### src/rtl/cm0ik_ahb_seq_master.sv
// ---------------------------------------------------------------------------
// cm0ik_ahb_seq_master
//
// Command-driven AHB-Lite initiator. It stands in for the processor during
// memory preload, fill and dump. One command produces cmd_count+1 SINGLE
// NONSEQ transfers to incrementing, size-aligned addresses. The transfers
// are either all reads or all pattern-fill writes. Transfers are fully
// pipelined: the address phase of beat n+1 overlaps the data phase of
// beat n. Wait states are honoured. The two-cycle ERROR response aborts
// the sequence.
//
// Ports
//   HCLK, HRESETn        clock, asynchronous active-low reset
//   cmd_valid/cmd_ready  command handshake (cmd_ready high only when idle)
//   cmd_write            1 = write sequence, 0 = read sequence
//   cmd_addr             start address (aligned down to the transfer size)
//   cmd_size             0 byte, 1 half, 2 word, 3 treated as word
//   cmd_count            number of beats minus one
//   cmd_wdata            write pattern base
//   cmd_incdata          1: beat n writes cmd_wdata+n, 0: constant cmd_wdata
//   HADDR..HWDATA        registered AHB-Lite master outputs
//   HRDATA/HREADY/HRESP  AHB-Lite slave response
//   rsp_valid            one-cycle pulse per completed beat
//   rsp_rdata            captured HRDATA (0 for writes)
//   rsp_err              beat ended with ERROR
//   rsp_last             final response of the sequence
//   busy                 a sequence is in progress
// ---------------------------------------------------------------------------
module cm0ik_ahb_seq_master #(
  parameter int         CNT_W     = 8,
  parameter logic [3:0] HPROT_VAL = 4'b0011
) (
  input  logic             HCLK,
  input  logic             HRESETn,

  input  logic             cmd_valid,
  output logic             cmd_ready,
  input  logic             cmd_write,
  input  logic [31:0]      cmd_addr,
  input  logic [1:0]       cmd_size,
  input  logic [CNT_W-1:0] cmd_count,
  input  logic [31:0]      cmd_wdata,
  input  logic             cmd_incdata,

  output logic [31:0]      HADDR,
  output logic [1:0]       HTRANS,
  output logic             HWRITE,
  output logic [2:0]       HSIZE,
  output logic [2:0]       HBURST,
  output logic [3:0]       HPROT,
  output logic             HMASTLOCK,
  output logic [31:0]      HWDATA,
  input  logic [31:0]      HRDATA,
  input  logic             HREADY,
  input  logic             HRESP,

  output logic             rsp_valid,
  output logic [31:0]      rsp_rdata,
  output logic             rsp_err,
  output logic             rsp_last,
  output logic             busy
);

  // ADDR : an address phase is on the bus (a data phase may overlap it)
  // DRAIN: last address accepted, only the final data phase remains
  // ERR  : first ERROR cycle seen, waiting for the second (HREADY=1) cycle
  typedef enum logic [1:0] {
    S_IDLE  = 2'd0,
    S_ADDR  = 2'd1,
    S_DRAIN = 2'd2,
    S_ERR   = 2'd3
  } state_t;

  state_t state, state_nxt;

  logic             htrans_nseq;   // HTRANS[1]; HTRANS is IDLE or NONSEQ only
  logic [CNT_W-1:0] addr_left;     // address phases still to issue after the current one
  logic [31:0]      wdata_cur;     // write data for the beat whose address is on the bus
  logic             seq_inc;
  logic             dp_valid;      // a beat is in its data phase
  logic             dp_last;       // that beat is the final one of the sequence

  logic [1:0]       size_eff;
  logic [31:0]      addr_aligned;
  logic [31:0]      addr_step;

  logic cmd_acc, addr_acc, beat_ok, beat_bad, err_first, err_done;

  assign HTRANS    = {htrans_nseq, 1'b0};
  assign HBURST    = 3'b000;
  assign HPROT     = HPROT_VAL;
  assign HMASTLOCK = 1'b0;
  assign cmd_ready = (state == S_IDLE);
  assign busy      = (state != S_IDLE);

  assign size_eff  = (cmd_size == 2'd3) ? 2'd2 : cmd_size;
  assign addr_step = 32'd1 << HSIZE[1:0];

  always_comb begin
    case (size_eff)
      2'd0:    addr_aligned = cmd_addr;
      2'd1:    addr_aligned = {cmd_addr[31:1], 1'b0};
      default: addr_aligned = {cmd_addr[31:2], 2'b00};
    endcase
  end

  always_ff @(posedge HCLK or negedge HRESETn) begin
    if (!HRESETn) state <= S_IDLE;
    else          state <= state_nxt;
  end

  // Next state plus the single-cycle event strobes that steer the datapath.
  always_comb begin
    // NOTE: every output of this block is given a default first so that no
    // path through the case leaves one unassigned and infers a latch.
    state_nxt = state;
    cmd_acc   = 1'b0;
    addr_acc  = 1'b0;
    beat_ok   = 1'b0;
    beat_bad  = 1'b0;
    err_first = 1'b0;
    err_done  = 1'b0;
    case (state)
      S_IDLE: begin
        if (cmd_valid) begin
          cmd_acc   = 1'b1;
          state_nxt = S_ADDR;
        end
      end
      S_ADDR, S_DRAIN: begin
        if (dp_valid && HRESP) begin
          if (HREADY) begin
            // ERROR without its first cycle: report it on this beat and abort.
            // The overlapping address phase is dropped with the sequence.
            beat_bad  = 1'b1;
            state_nxt = S_IDLE;
          end else begin
            // First ERROR cycle: HTRANS goes IDLE next cycle, which cancels
            // any pending address phase.
            err_first = 1'b1;
            state_nxt = S_ERR;
          end
        end else if (HREADY) begin
          beat_ok = dp_valid;
          if (state == S_ADDR) begin
            addr_acc = 1'b1;
            if (addr_left == '0) state_nxt = S_DRAIN;
          end else begin
            // In DRAIN the data phase is always the final beat.
            state_nxt = S_IDLE;
          end
        end
      end
      S_ERR: begin
        if (HREADY && HRESP) begin
          err_done  = 1'b1;
          state_nxt = S_IDLE;
        end
      end
      default: state_nxt = S_IDLE;
    endcase
  end

  always_ff @(posedge HCLK or negedge HRESETn) begin
    if (!HRESETn) begin
      htrans_nseq <= 1'b0;
      HADDR       <= '0;
      HWRITE      <= 1'b0;
      HSIZE       <= '0;
      HWDATA      <= '0;
      addr_left   <= '0;
      wdata_cur   <= '0;
      seq_inc     <= 1'b0;
      dp_valid    <= 1'b0;
      dp_last     <= 1'b0;
      rsp_valid   <= 1'b0;
      rsp_rdata   <= '0;
      rsp_err     <= 1'b0;
      rsp_last    <= 1'b0;
    end else begin
      // NOTE: non-blocking assignments throughout, so every register samples
      // the pre-edge values regardless of statement order.
      rsp_valid <= beat_ok | beat_bad | err_done;
      rsp_err   <= beat_bad | err_done;
      rsp_last  <= beat_bad | err_done | (beat_ok & dp_last);
      if (beat_ok || beat_bad || err_done)
        rsp_rdata <= (beat_ok && !HWRITE) ? HRDATA : '0;

      if (cmd_acc) begin
        htrans_nseq <= 1'b1;
        HADDR       <= addr_aligned;
        HWRITE      <= cmd_write;
        HSIZE       <= {1'b0, size_eff};
        addr_left   <= cmd_count;
        wdata_cur   <= cmd_wdata;
        seq_inc     <= cmd_incdata;
        dp_valid    <= 1'b0;
        dp_last     <= 1'b0;
      end

      // Address accepted: this beat moves to its data phase and the next
      // beat's address (if any) is presented. Address and data hold
      // untouched through wait states because nothing here fires then.
      if (addr_acc) begin
        dp_valid  <= 1'b1;
        dp_last   <= (addr_left == '0);
        HWDATA    <= HWRITE ? wdata_cur : '0;
        wdata_cur <= wdata_cur + 32'(seq_inc);
        if (addr_left == '0) begin
          htrans_nseq <= 1'b0;
        end else begin
          HADDR     <= HADDR + addr_step;
          addr_left <= addr_left - CNT_W'(1);
        end
      end else if (beat_ok) begin
        dp_valid <= 1'b0;
      end

      if (beat_bad || err_first) begin
        htrans_nseq <= 1'b0;
        dp_valid    <= 1'b0;
      end
    end
  end

endmodule

### config.mk
export PLATFORM = sky130hd
export DESIGN_NAME = cm0ik_ahb_seq_master
export DESIGN_NICKNAME = d
export VERILOG_FILES = /design/src/rtl/cm0ik_ahb_seq_master.sv
export SDC_FILE = /design/constraint.sdc
export NUM_CORES = 1
export LEC_CHECK = 0
export BUFFER_PORTS_ARGS = -buffer_cell sky130_fd_sc_hd__buf_2
export CELL_PAD_IN_SITES_DETAIL_PLACEMENT = 1
export CELL_PAD_IN_SITES_GLOBAL_PLACEMENT = 2
export CORE_MARGIN = 2
export CORE_UTILIZATION = 31
export CTS_CLUSTER_DIAMETER = 150
export DETAILED_ROUTE_END_ITERATION = 16
export PLACE_DENSITY_LB_ADDON = 0.1
export REMOVE_ABC_BUFFERS = 1
export SLEW_MARGIN = 20
export SYNTH_ARGS = -nofsm -noshare
export SYNTH_HDL_FRONTEND = slang
export SYNTH_SLANG_ARGS = --single-unit
### constraint.sdc
create_clock -name HCLK -period 2.6 [get_ports HCLK]
set_clock_uncertainty 0.15 [all_clocks]
set_input_delay 0.39 -clock HCLK [delete_from_list [all_inputs] [get_ports HCLK]]
set_output_delay 0.39 -clock HCLK [all_outputs]
set_load 0.05 [all_outputs]
=== After elaboration in Yosys (flattened, before gate mapping) ===
Cells that the tools add are included.
W data, S select, Z words.

* Bits of input ports: 113
* Memories kept: 0
* Register bits after elaboration: 148
* Memory bits (writable): 0
* ROM bits: 0
* Word-level logic and storage cells: 94
* Latch bits: 0
* Output and inout port bits: 115

* Order comparisons: 0
* Shifts and indexed selects: 1
* Eq/ne operators: 9
* Multipliers: 0
* Add/subtract/negate cells: 3
* Divide/modulo/power cells: 0
* Bitwise gates (word level): 5
* Reduce and logical (&&, ||, !) cells: 15
* Multiplexer cells: 46

{| class="wikitable"
|+ Operator list
! operator !! number
|-
| $mux W32 || 7
|-
| $add A32 B1 Y32 || 1
|-
| $add A32 B32 Y32 || 1
|-
| $shl A1 B2 Y32 const A || 1
|-
| $mux W1 || 26
|-
| $mux W8 || 3
|-
| $mux W2 || 8
|-
| $logic_not A8 Y1 || 1
|-
| $sub A8 B1 Y8 const B || 1
|-
| $eq A2 B2 Y1 const B || 3
|-
| $pmux W2 S3 || 1
|-
| $eq A2 B1 Y1 const B || 2
|-
| $logic_not A2 Y1 || 2
|-
| $ne A2 B2 Y1 const B || 2
|-
| $ne A4 B4 Y1 const B || 1
|-
| $or A1 B1 Y1 || 4
|-
| $pmux W2 S2 || 1
|-
| $reduce_and A4 Y1 || 1
|-
| $reduce_bool A2 Y1 || 2
|-
| $reduce_bool A4 Y1 || 1
|-
| $logic_and A1 B1 Y1 || 3
|-
| $logic_or A1 B1 Y1 || 3
|-
| $ne A3 B3 Y1 const B || 1
|-
| $reduce_or A2 Y1 || 1
|-
| 2 further kinds || 2
|}

=== Logic depth before layout (Yosys ltp) ===
Gate-level depths: netlist (run 1).

* Depth after elaboration: 7
* Gate-level depth with buffers: 10
* Mapped depth without buffers: 8

=== Worst setup path after synthesis (run 1) ===
Ideal clock, no wire load.

* Kind: reg-to-reg
* From: register HSIZE[1]
* To: register HADDR[14]
* Arrival time: 2.300 ns
* Data required time: 2.324 ns
* Library setup time: 0.126 ns
* Path buffers: 0
* Cell stages (with the launch flop): 9
* Setup slack: 0.024 ns
* Period minus slack after synthesis: 2.576 ns
* Path through: dfrtp_1 nor2_1 ha_1 fa_1 a21o_1 a21o_1 and4_1 a311oi_1 nor2_1

* Word-level cells in the longest chain between the ends: 4

{| class="wikitable"
|+ Ends and longest elaborated chain
! item !! line !! text
|-
| start, declared || 48 || <nowiki>output logic [2:0] HSIZE,</nowiki>
|-
| start signal, assigned || 193 || <nowiki>HSIZE <= {1'b0, size_eff};</nowiki>
|-
| $shl A1 B2 Y32 || 97 || <nowiki>assign addr_step = 32'd1 << HSIZE[1:0];</nowiki>
|-
| $add A32 B32 Y32 || 212 || <nowiki>HADDR <= HADDR + addr_step;</nowiki>
|-
| $mux W32 || 209 || <nowiki>if (addr_left == '0) begin</nowiki>
|-
| $mux W32 || 204 || <nowiki>if (addr_acc) begin</nowiki>
|-
| end signal, assigned || 191 || <nowiki>HADDR <= addr_aligned;</nowiki>
|-
| end signal, assigned || 212 ||
|-
| end, declared || 45 || <nowiki>output logic [31:0] HADDR,</nowiki>
|}

No other way between the ends.
A chain may end at the register's enable or synchronous reset.

=== Worst setup path after layout (run 1) ===
* From: register state[1]
* To: register wdata_cur[29]

* Word-level cells in the longest chain between the ends: 6
* Elaborated cells between the ends (all ways): 11
* Classes of those cells: eq/ne: 2; mux: 6; reduce/logical: 3

{| class="wikitable"
|+ Ends and longest elaborated chain
! item !! line !! text
|-
| start, declared || 74 || <nowiki>state_t state, state_nxt;</nowiki>
|-
| start signal, assigned || 109 || <nowiki>else state <= state_nxt;</nowiki>
|-
| $eq A2 B1 Y1 || 123, 145 ||
|-
| $mux W1 || 145 || <nowiki>if (state == S_ADDR) begin</nowiki>
|-
| $mux W1 || 143 || <nowiki>end else if (HREADY) begin</nowiki>
|-
| $mux W1 || 131 || <nowiki>if (dp_valid && HRESP) begin</nowiki>
|-
| $mux W1 || 123 || <nowiki>case (state)</nowiki>
|-
| $mux W32 or $reduce_bool A2 Y1 (tied branches) || n/a ||
|-
| end signal, assigned || 195 || <nowiki>wdata_cur <= cmd_wdata;</nowiki>
|-
| end signal, assigned || 208 || <nowiki>wdata_cur <= wdata_cur + 32'(seq_inc);</nowiki>
|-
| end, declared || 78 || <nowiki>logic [31:0] wdata_cur;</nowiki>
|}

Several ways; a longest one is shown, not always the timed one.

==> results of run 1 <==
==> cell usage after synthesis, types with 2 or more instances <==
cell,n,area (µm²)
sky130_fd_sc_hd__a211oi_1,14,105
sky130_fd_sc_hd__mux2i_1,3,30.0
sky130_fd_sc_hd__ha_1,11,138
sky130_fd_sc_hd__or4_1,2,15.0
sky130_fd_sc_hd__a22oi_1,7,52.6
sky130_fd_sc_hd__nand4_1,17,106
sky130_fd_sc_hd__o221a_2,7,78.8
sky130_fd_sc_hd__a311oi_1,6,52.6
sky130_fd_sc_hd__xor2_1,2,17.5
sky130_fd_sc_hd__dfrtp_1,148,3700
sky130_fd_sc_hd__or3_1,12,75.1
sky130_fd_sc_hd__buf_6,2,22.5
sky130_fd_sc_hd__and3_1,13,81.3
sky130_fd_sc_hd__a31oi_1,10,62.6
sky130_fd_sc_hd__o211ai_1,11,82.6
sky130_fd_sc_hd__o2bb2ai_1,2,17.5
sky130_fd_sc_hd__a21oi_2,3,26.3
sky130_fd_sc_hd__and4_1,8,70.1
sky130_fd_sc_hd__inv_1,24,90.1
sky130_fd_sc_hd__a41oi_1,3,26.3
sky130_fd_sc_hd__buf_2,6,30.0
sky130_fd_sc_hd__clkbuf_1,35,131
sky130_fd_sc_hd__a21o_1,5,37.5
sky130_fd_sc_hd__nand3_1,69,345
sky130_fd_sc_hd__o21ai_0,22,110
sky130_fd_sc_hd__buf_1,5,18.8
sky130_fd_sc_hd__nor2_1,50,188
sky130_fd_sc_hd__or2_2,3,18.8
sky130_fd_sc_hd__mux2_2,2,22.5
sky130_fd_sc_hd__nand3b_1,4,30.0
sky130_fd_sc_hd__o311ai_0,5,43.8
sky130_fd_sc_hd__nand2_1,144,541
sky130_fd_sc_hd__a221o_1,4,40.0
sky130_fd_sc_hd__and2_1,6,37.5
sky130_fd_sc_hd__conb_1,2,7.51
sky130_fd_sc_hd__a21oi_1,33,165
sky130_fd_sc_hd__a22o_1,32,280
sky130_fd_sc_hd__nor2b_1,4,25.0
sky130_fd_sc_hd__buf_4,13,97.6
sky130_fd_sc_hd__nor3_1,21,105
sky130_fd_sc_hd__nor4_1,8,50.1
sky130_fd_sc_hd__o22ai_1,13,81.3
sky130_fd_sc_hd__a31o_2,3,26.3
==> through the flow <==
| step | util | instances | worst slack [ns] |
|---|---|---|---|
| after floorplan | - | 766 | -1.29 |
| after global placement | 0.385 | 1361 | 0.129 |
| after detailed placement | 0.385 | 1361 | 0.0399 |
| after CTS | 0.410 | 1395 | 0.0258 |
| after global routing | 0.416 | 1407 | -0.0171 |
| final | 0.416 | 1409 | 0.0812 |
==> worst paths after layout <==
check,start,to,depth (start not counted)
worst max register to register,state[1],wdata_cur[29],9
worst min register to register,HWDATA[7],HWDATA[7],2
min in group asynchronous,HRESETn,HWDATA[19],2
max in group asynchronous,HRESETn,HSIZE[0],3
worst min-delay path,cmd_wdata[15],wdata_cur[15],3
worst max-delay path,state[1],wdata_cur[29],9
==> worst max-delay path, stage by stage, from the launching register on <==
cell and delay [ns]:
sky130_fd_sc_hd__dfrtp_1 0.37, sky130_fd_sc_hd__inv_1 0.09, sky130_fd_sc_hd__ha_1 0.32, sky130_fd_sc_hd__a21bo_2 0.27
sky130_fd_sc_hd__nor3_4 0.31, sky130_fd_sc_hd__buf_6 0.16, sky130_fd_sc_hd__buf_12 0.15, sky130_fd_sc_hd__nand4_1 0.18
sky130_fd_sc_hd__or3_1 0.36, sky130_fd_sc_hd__nand3_1 0.09
==> flip-flops by register name, summed over array words and instances, names as in the netlist, 2 cells and up <==
signal / flops
HADDR: 32
HSIZE: 2
HWDATA: 32
addr_left: 8
rsp_rdata: 32
state: 2
wdata_cur: 32
==> metal layers <==
layer / global-route usage / share of wire / up-vias
met4: 0.0405 / 0.0054 / 0
li1: - / - / 3476
met3: 0.0431 / 0.042 / 9
met2: 0.334 / 0.49 / 150
met1: 0.272 / 0.47 / 3544
met5: 0 / 0 / -
==> power breakdown <==
| part | internal (mW) | total, mW | switching, mW | leakage (nW) |
|---|---|---|---|---|
| Combinational | 2.30 | 7.45 | 5.15 | 2.75 |
| Clock | 1.36 | 2.43 | 1.07 | 0.268 |
| Sequential | 3.33 | 4.26 | 0.929 | 1.84 |
| Total | 6.99 | 14.1 | 7.14 | 4.87 |
==> kinds of logic (layout without fill, tap and decap cells) <==
logic type	count (synthesis)	in the layout	synth area share
adders and majority gates	12	12	0.0209
DFF	148	148	0.491
other	2	12	0.000996
buffers and inverters	85	341	0.0518
and+or+nand+nor	370	370	0.237
AOI/OAI and AO/OA	195	195	0.189
muxes	5	5	0.00697
xor gates and xnor gates	2	2	0.00232
==> area by class of cell <==
| type | count | area share |
|---|---|---|
| inverter | 24 | 0.00898 |
| sequential | 148 | 0.369 |
| clock inverter | 11 | 0.0118 |
| multi-input combinational | 594 | 0.352 |
| timing repair buffer | 286 | 0.173 |
| tap | 324 | 0.0404 |
| antenna | 2 | 0.000499 |
| clock buffer | 20 | 0.0445 |
==> timing repair <==
item,CTS,global route
resized for setup,0,12
endpoints found under the setup margin,0,30
setup buffers,0,11
endpoints found under the hold margin,42,0
hold buffers,3,0
==> results.md, run 1 <==
- Status: complete, no violations
- Via count of the first global-routing pass: 7,434
- Post-route DRC violation count: 0
- Kind of start point of the critical path: flip-flop
- Area grow syn2layout: 33.0%
- Number of antenna violations at the first check in global routing: 2
- Largest net degree at the start of global routing: 59
- Post-Syn Area: 7540 µm²
- Number of primary I/O pins: 228
- First-pass GRT wire length: 41,200 µm
- Crit path time final: 2.52 ns
- CTS tree: yes
- Highest clock rate: 397 MHz
- Yosys synthesis warning count: 0
- Instance area at placement: 9280 µm²
- Final HPWL DP: 18,500 µm
- #FFs+latches synth: 148
- Tot GR Track Use: 0.201
- Number of distinct standard cells referenced by the synthesized netlist: 68
- Via Count: 7,179
- Critical path class: flip-flop to flip-flop
- Share of layout cells above drive strength 1: 0.324
- Power density relative to cell area: 1410 nW/µm²
- Dominant synthesized flop cell: sky130_fd_sc_hd__dfrtp_1
- Post-detailed-route count of antenna-violating nets: 0
- Number of endpoints with negative hold slack in the final report: 0
- Horizontal extent of the die: 160 µm
- Site row count: 57
- Mean instance size in the synthesized netlist: 9.21 µm²
- Share of flip-flops with an asynchronous set or reset: 1.00
- Sequential-to-total area share from yosys stat: 0.491
- Hold_ws: 0.0139 ns
- Root buffer cell: sky130_fd_sc_hd__clkbuf_16
- Power consumption: 14.1 mW
- Count of flip-flops with a built-in enable after synthesis: 0
- Skew-Pair Late Insertion Delay: 0.43 ns
- Area taken by flip-flops and latches: 3700 µm²
- CTS sink count: 148
- Number of cells produced by synthesis: 819
- Clock edge transition at the registers on the reported setup and hold paths: 0.07 ns
- Most common cell after layout, fill and taps aside: sky130_fd_sc_hd__buf_2
- NumNets Final: 1,196
- Total of endpoints with negative setup slack in the final report: 0
- Detailed Routing Iterations Pass 1: 4
- Reg2Reg Setup Slack: 0.08 ns
- Number of max-slew violations in the final report: 0
- Fin area: 10,000 µm²
- Vias per inst: 5.10
- Placer Congestion: 0.814
- Critical Path Sink Type: flip-flop
- Maximum vdd ir drop: 0.632 mV
- Grt total ovfl: 0
- Leak: 4.87 nW
- Path class of the lowest-slack min-delay path: primary input to flip-flop
- Wire length per cell after detailed routing: 18.2 µm
- Part of the cycle the worst path needs: 0.969
- Max Root-Sink Buffers: 2
- Port Buffer Count: 217
- Clock buffers created by TritonCTS: 17
- Relative slew margins: 0.651
- Layout filler cell count: 2,875
- Critical-path maximum fanout: 18
- Required @ worst endpoint: 2.81 ns
- Area taken by multi-input logic gates: 3530 µm²
- Sum of routed wire length over all layers: 25,600 µm
- Most used cells in the layout excluding fill and tap cells: sky130_fd_sc_hd__buf_2 (216), sky130_fd_sc_hd__dfrtp_1 (148), sky130_fd_sc_hd__nand2_1 (143)
- Max-cap viol count: 0
- Arrival time at the worst endpoint: 2.73 ns
- Die boundary height: 160 µm
- DRC marker count from the first detailed-route iteration: 270
- Starting Density: 0.313
- Die Area: 25,600 µm²
- Core outline area: 24,100 µm²
- Sum of negative setup slack: 0 ns
- Number of levels in the clock H-tree: 4
- Worst-margin pin slew: 0.518 ns
- Unrepaired setup endpoints after global routing: true
(Power assumes the default switching activity.)
==> run 2, diff against run 1 <==
==> constraint.sdc (replaced) <==
create_clock -name HCLK -period 2.5 [get_ports HCLK]
set_clock_uncertainty 0.15 [all_clocks]
set_input_delay 0.375 -clock HCLK [delete_from_list [all_inputs] [get_ports HCLK]]
set_output_delay 0.375 -clock HCLK [all_outputs]
set_load 0.005 [all_outputs]
==> run 2 against run 1 <==
Count of clock-buffer cells in the layout did not move. Register-to-register slack barely moved. Via count rose by 2.7%. First-iteration DRC count fell by 1.1%. Total power fell by 11%. Sequential share of layout area fell by 1.5 points. Hold slack got worse by 0.0032 ns. Cell count rose by 2.6%. Die area did not move. Final area rose by 4.4%. Core utilization rose by 1.8 points.
==> results.md, run 2 (same netlist as run 1, synthesis figures left out) <==
- Status: complete, no violations
- Horizontal extent of the die: 160 µm (unchanged)
- Port Buffer Count: 217 (unchanged)
- Skew-Pair Late Insertion Delay: 0.43 ns (about the same)
- Via Count: 7,372 (+2.7%)
- Hold_ws: 0.0107 ns (-0.00324 ns)
- Number of endpoints with negative hold slack in the final report: 0 (unchanged)
- Number of primary I/O pins: 228 (unchanged)
- Leak: 5.06 nW (+4.0%)
- Max Root-Sink Buffers: 2 (unchanged)
- Total of endpoints with negative setup slack in the final report: 0 (unchanged)
- Crit path time final: 2.43 ns (-0.0915 ns)
- Tot GR Track Use: 0.214 (+0.0129)
- Final core utilization: 0.435 (+0.0185)
- Detailed Routing Iterations Pass 1: 4 (unchanged)
- Layout filler cell count: 2,846 (-1.0%)
- Area grow syn2layout: 38.9%
- Starting Density: 0.313 (unchanged)
- Grt total ovfl: 0 (unchanged)
- Vias per inst: 5.10 (about the same)
- Number of max-slew violations in the final report: 0 (unchanged)
- Die boundary height: 160 µm (unchanged)
- Site row count: 57 (unchanged)
- Clock edge transition at the registers on the reported setup and hold paths: 0.07 ns (about the same)
- Sum of routed wire length over all layers: 26,900 µm (+4.9%)
- First-pass GRT wire length: 43,700 µm (+6.0%)
- Power density relative to cell area: 1190 nW/µm² (-15%)
- Max-cap viol count: 0 (unchanged)
- Number of levels in the clock H-tree: 4 (unchanged)
- Kind of start point of the critical path: flip-flop
- Number of antenna violations at the first check in global routing: 1 (-1)
- Post-route DRC violation count: 0 (unchanged)
- Die Area: 25,600 µm² (unchanged)
- Via count of the first global-routing pass: 7,903 (+6.3%)
- CTS tree: yes
- Critical-path maximum fanout: 7 (-11)
- Path class of the lowest-slack min-delay path: primary input to flip-flop
- Wire length per cell after detailed routing: 18.6 µm (+2.2%)
- Critical path class: flip-flop to flip-flop
- NumNets Final: 1,233 (+3.1%)
- Power consumption: 12.5 mW (-11%)
- Maximum vdd ir drop: 0.491 mV (-22%)
- Fin area: 10,500 µm² (+4.4%)
- Sum of negative setup slack: 0 ns (unchanged)
- Share of layout cells above drive strength 1: 0.329 (+0.00507)
- Highest clock rate: 412 MHz (+3.8%)
- Final HPWL DP: 19,000 µm (+2.8%)
- Most common cell after layout, fill and taps aside: sky130_fd_sc_hd__buf_2
- Critical Path Sink Type: flip-flop
- Reg2Reg Setup Slack: 0.07 ns (about the same)
- Placer Congestion: 0.800 (-1.8%)
- Root buffer cell: sky130_fd_sc_hd__clkbuf_16
- Most used cells in the layout excluding fill and tap cells: sky130_fd_sc_hd__buf_2 (216), sky130_fd_sc_hd__dfrtp_1 (146), sky130_fd_sc_hd__nand2_1 (143)
- DRC marker count from the first detailed-route iteration: 267 (-1.1%)
- Core outline area: 24,100 µm² (unchanged)
- Required @ worst endpoint: 2.65 ns (-0.16 ns)
- Post-detailed-route count of antenna-violating nets: 0 (unchanged)
- Part of the cycle the worst path needs: 0.971 (+0.00216)
- Clock buffers created by TritonCTS: 17 (unchanged)
- Instance area at placement: 9340 µm² (+0.65%)
- CTS sink count: 148 (unchanged)
- Largest net degree at the start of global routing: 50 (-15%)
- Relative slew margins: 0.626 (-0.0254)
- Arrival time at the worst endpoint: 2.58 ns (-0.15 ns)
- Worst-margin pin slew: 0.561 ns (+0.0430 ns)
==> run 2: timing repair <==
action / in CTS / in global routing
hold buffers: 32 / 0
endpoints found under the hold margin: 76 / 0
endpoints found under the setup margin: 0 / 43
buffers inserted: 0 / 12
resized for setup: 0 / 24
==> run 2: final timing paths <==
check | from | to | cells past startpoint
max in group asynchronous | HRESETn | HSIZE[0] | 3
max reg2reg | state[0] | HADDR[10] | 8
max | state[0] | HADDR[10] | 8
min reg2reg | HWDATA[8] | HWDATA[8] | 2
min in group asynchronous | HRESETn | HADDR[18] | 2
min | cmd_addr[12] | HADDR[12] | 3
==> run 2: worst max-delay path, stage by stage, from the launching register on <==
cell and delay, ns:
sky130_fd_sc_hd__dfrtp_1 0.38, sky130_fd_sc_hd__inv_2 0.08, sky130_fd_sc_hd__ha_4 0.28, sky130_fd_sc_hd__a21bo_2 0.26, sky130_fd_sc_hd__nor3_4 0.29, sky130_fd_sc_hd__buf_6 0.17
sky130_fd_sc_hd__nand4_1 0.28, sky130_fd_sc_hd__o211ai_1 0.28, sky130_fd_sc_hd__o311ai_1 0.12
==> run 2: power breakdown <==
part / internal (mW) / switching (mW)
logic: 2.45 / 2.80
registers: 3.47 / 1.01
clock network: 1.67 / 1.13
==> run 2: metrics by stage <==
| step | setup slack (ns) | cells |
|---|---|---|
| finish | 0.0727 | 1446 |
| global route | -0.0431 | 1445 |
| CTS | 0.0125 | 1433 |
| detailed placement | 0.0127 | 1369 |
| global placement | 0.0488 | 1369 |
| floorplan | -1.37 | 766 |
==> run 2: layout make-up <==
type	instances	area, µm²	share of cell area
diodes	1	2.50	0.000239
clock buffers	20	467	0.0445
clock inverters	12	166	0.0159
inverters	24	90.1	0.00860
multi-input cells	594	3560	0.340
flip-flops and latches	148	3710	0.354
well taps	324	405	0.0387
repair buffers	323	2080	0.198
==> run 2: metal layers <==
layer  global-route usage  up-vias  routed length, µm
li1                     -     3542                  -
met1                0.283     3650              12400
met2                0.361      157              13000
met3               0.0452       21               1120
met4               0.0487        2                268
met5                    0        -                 11
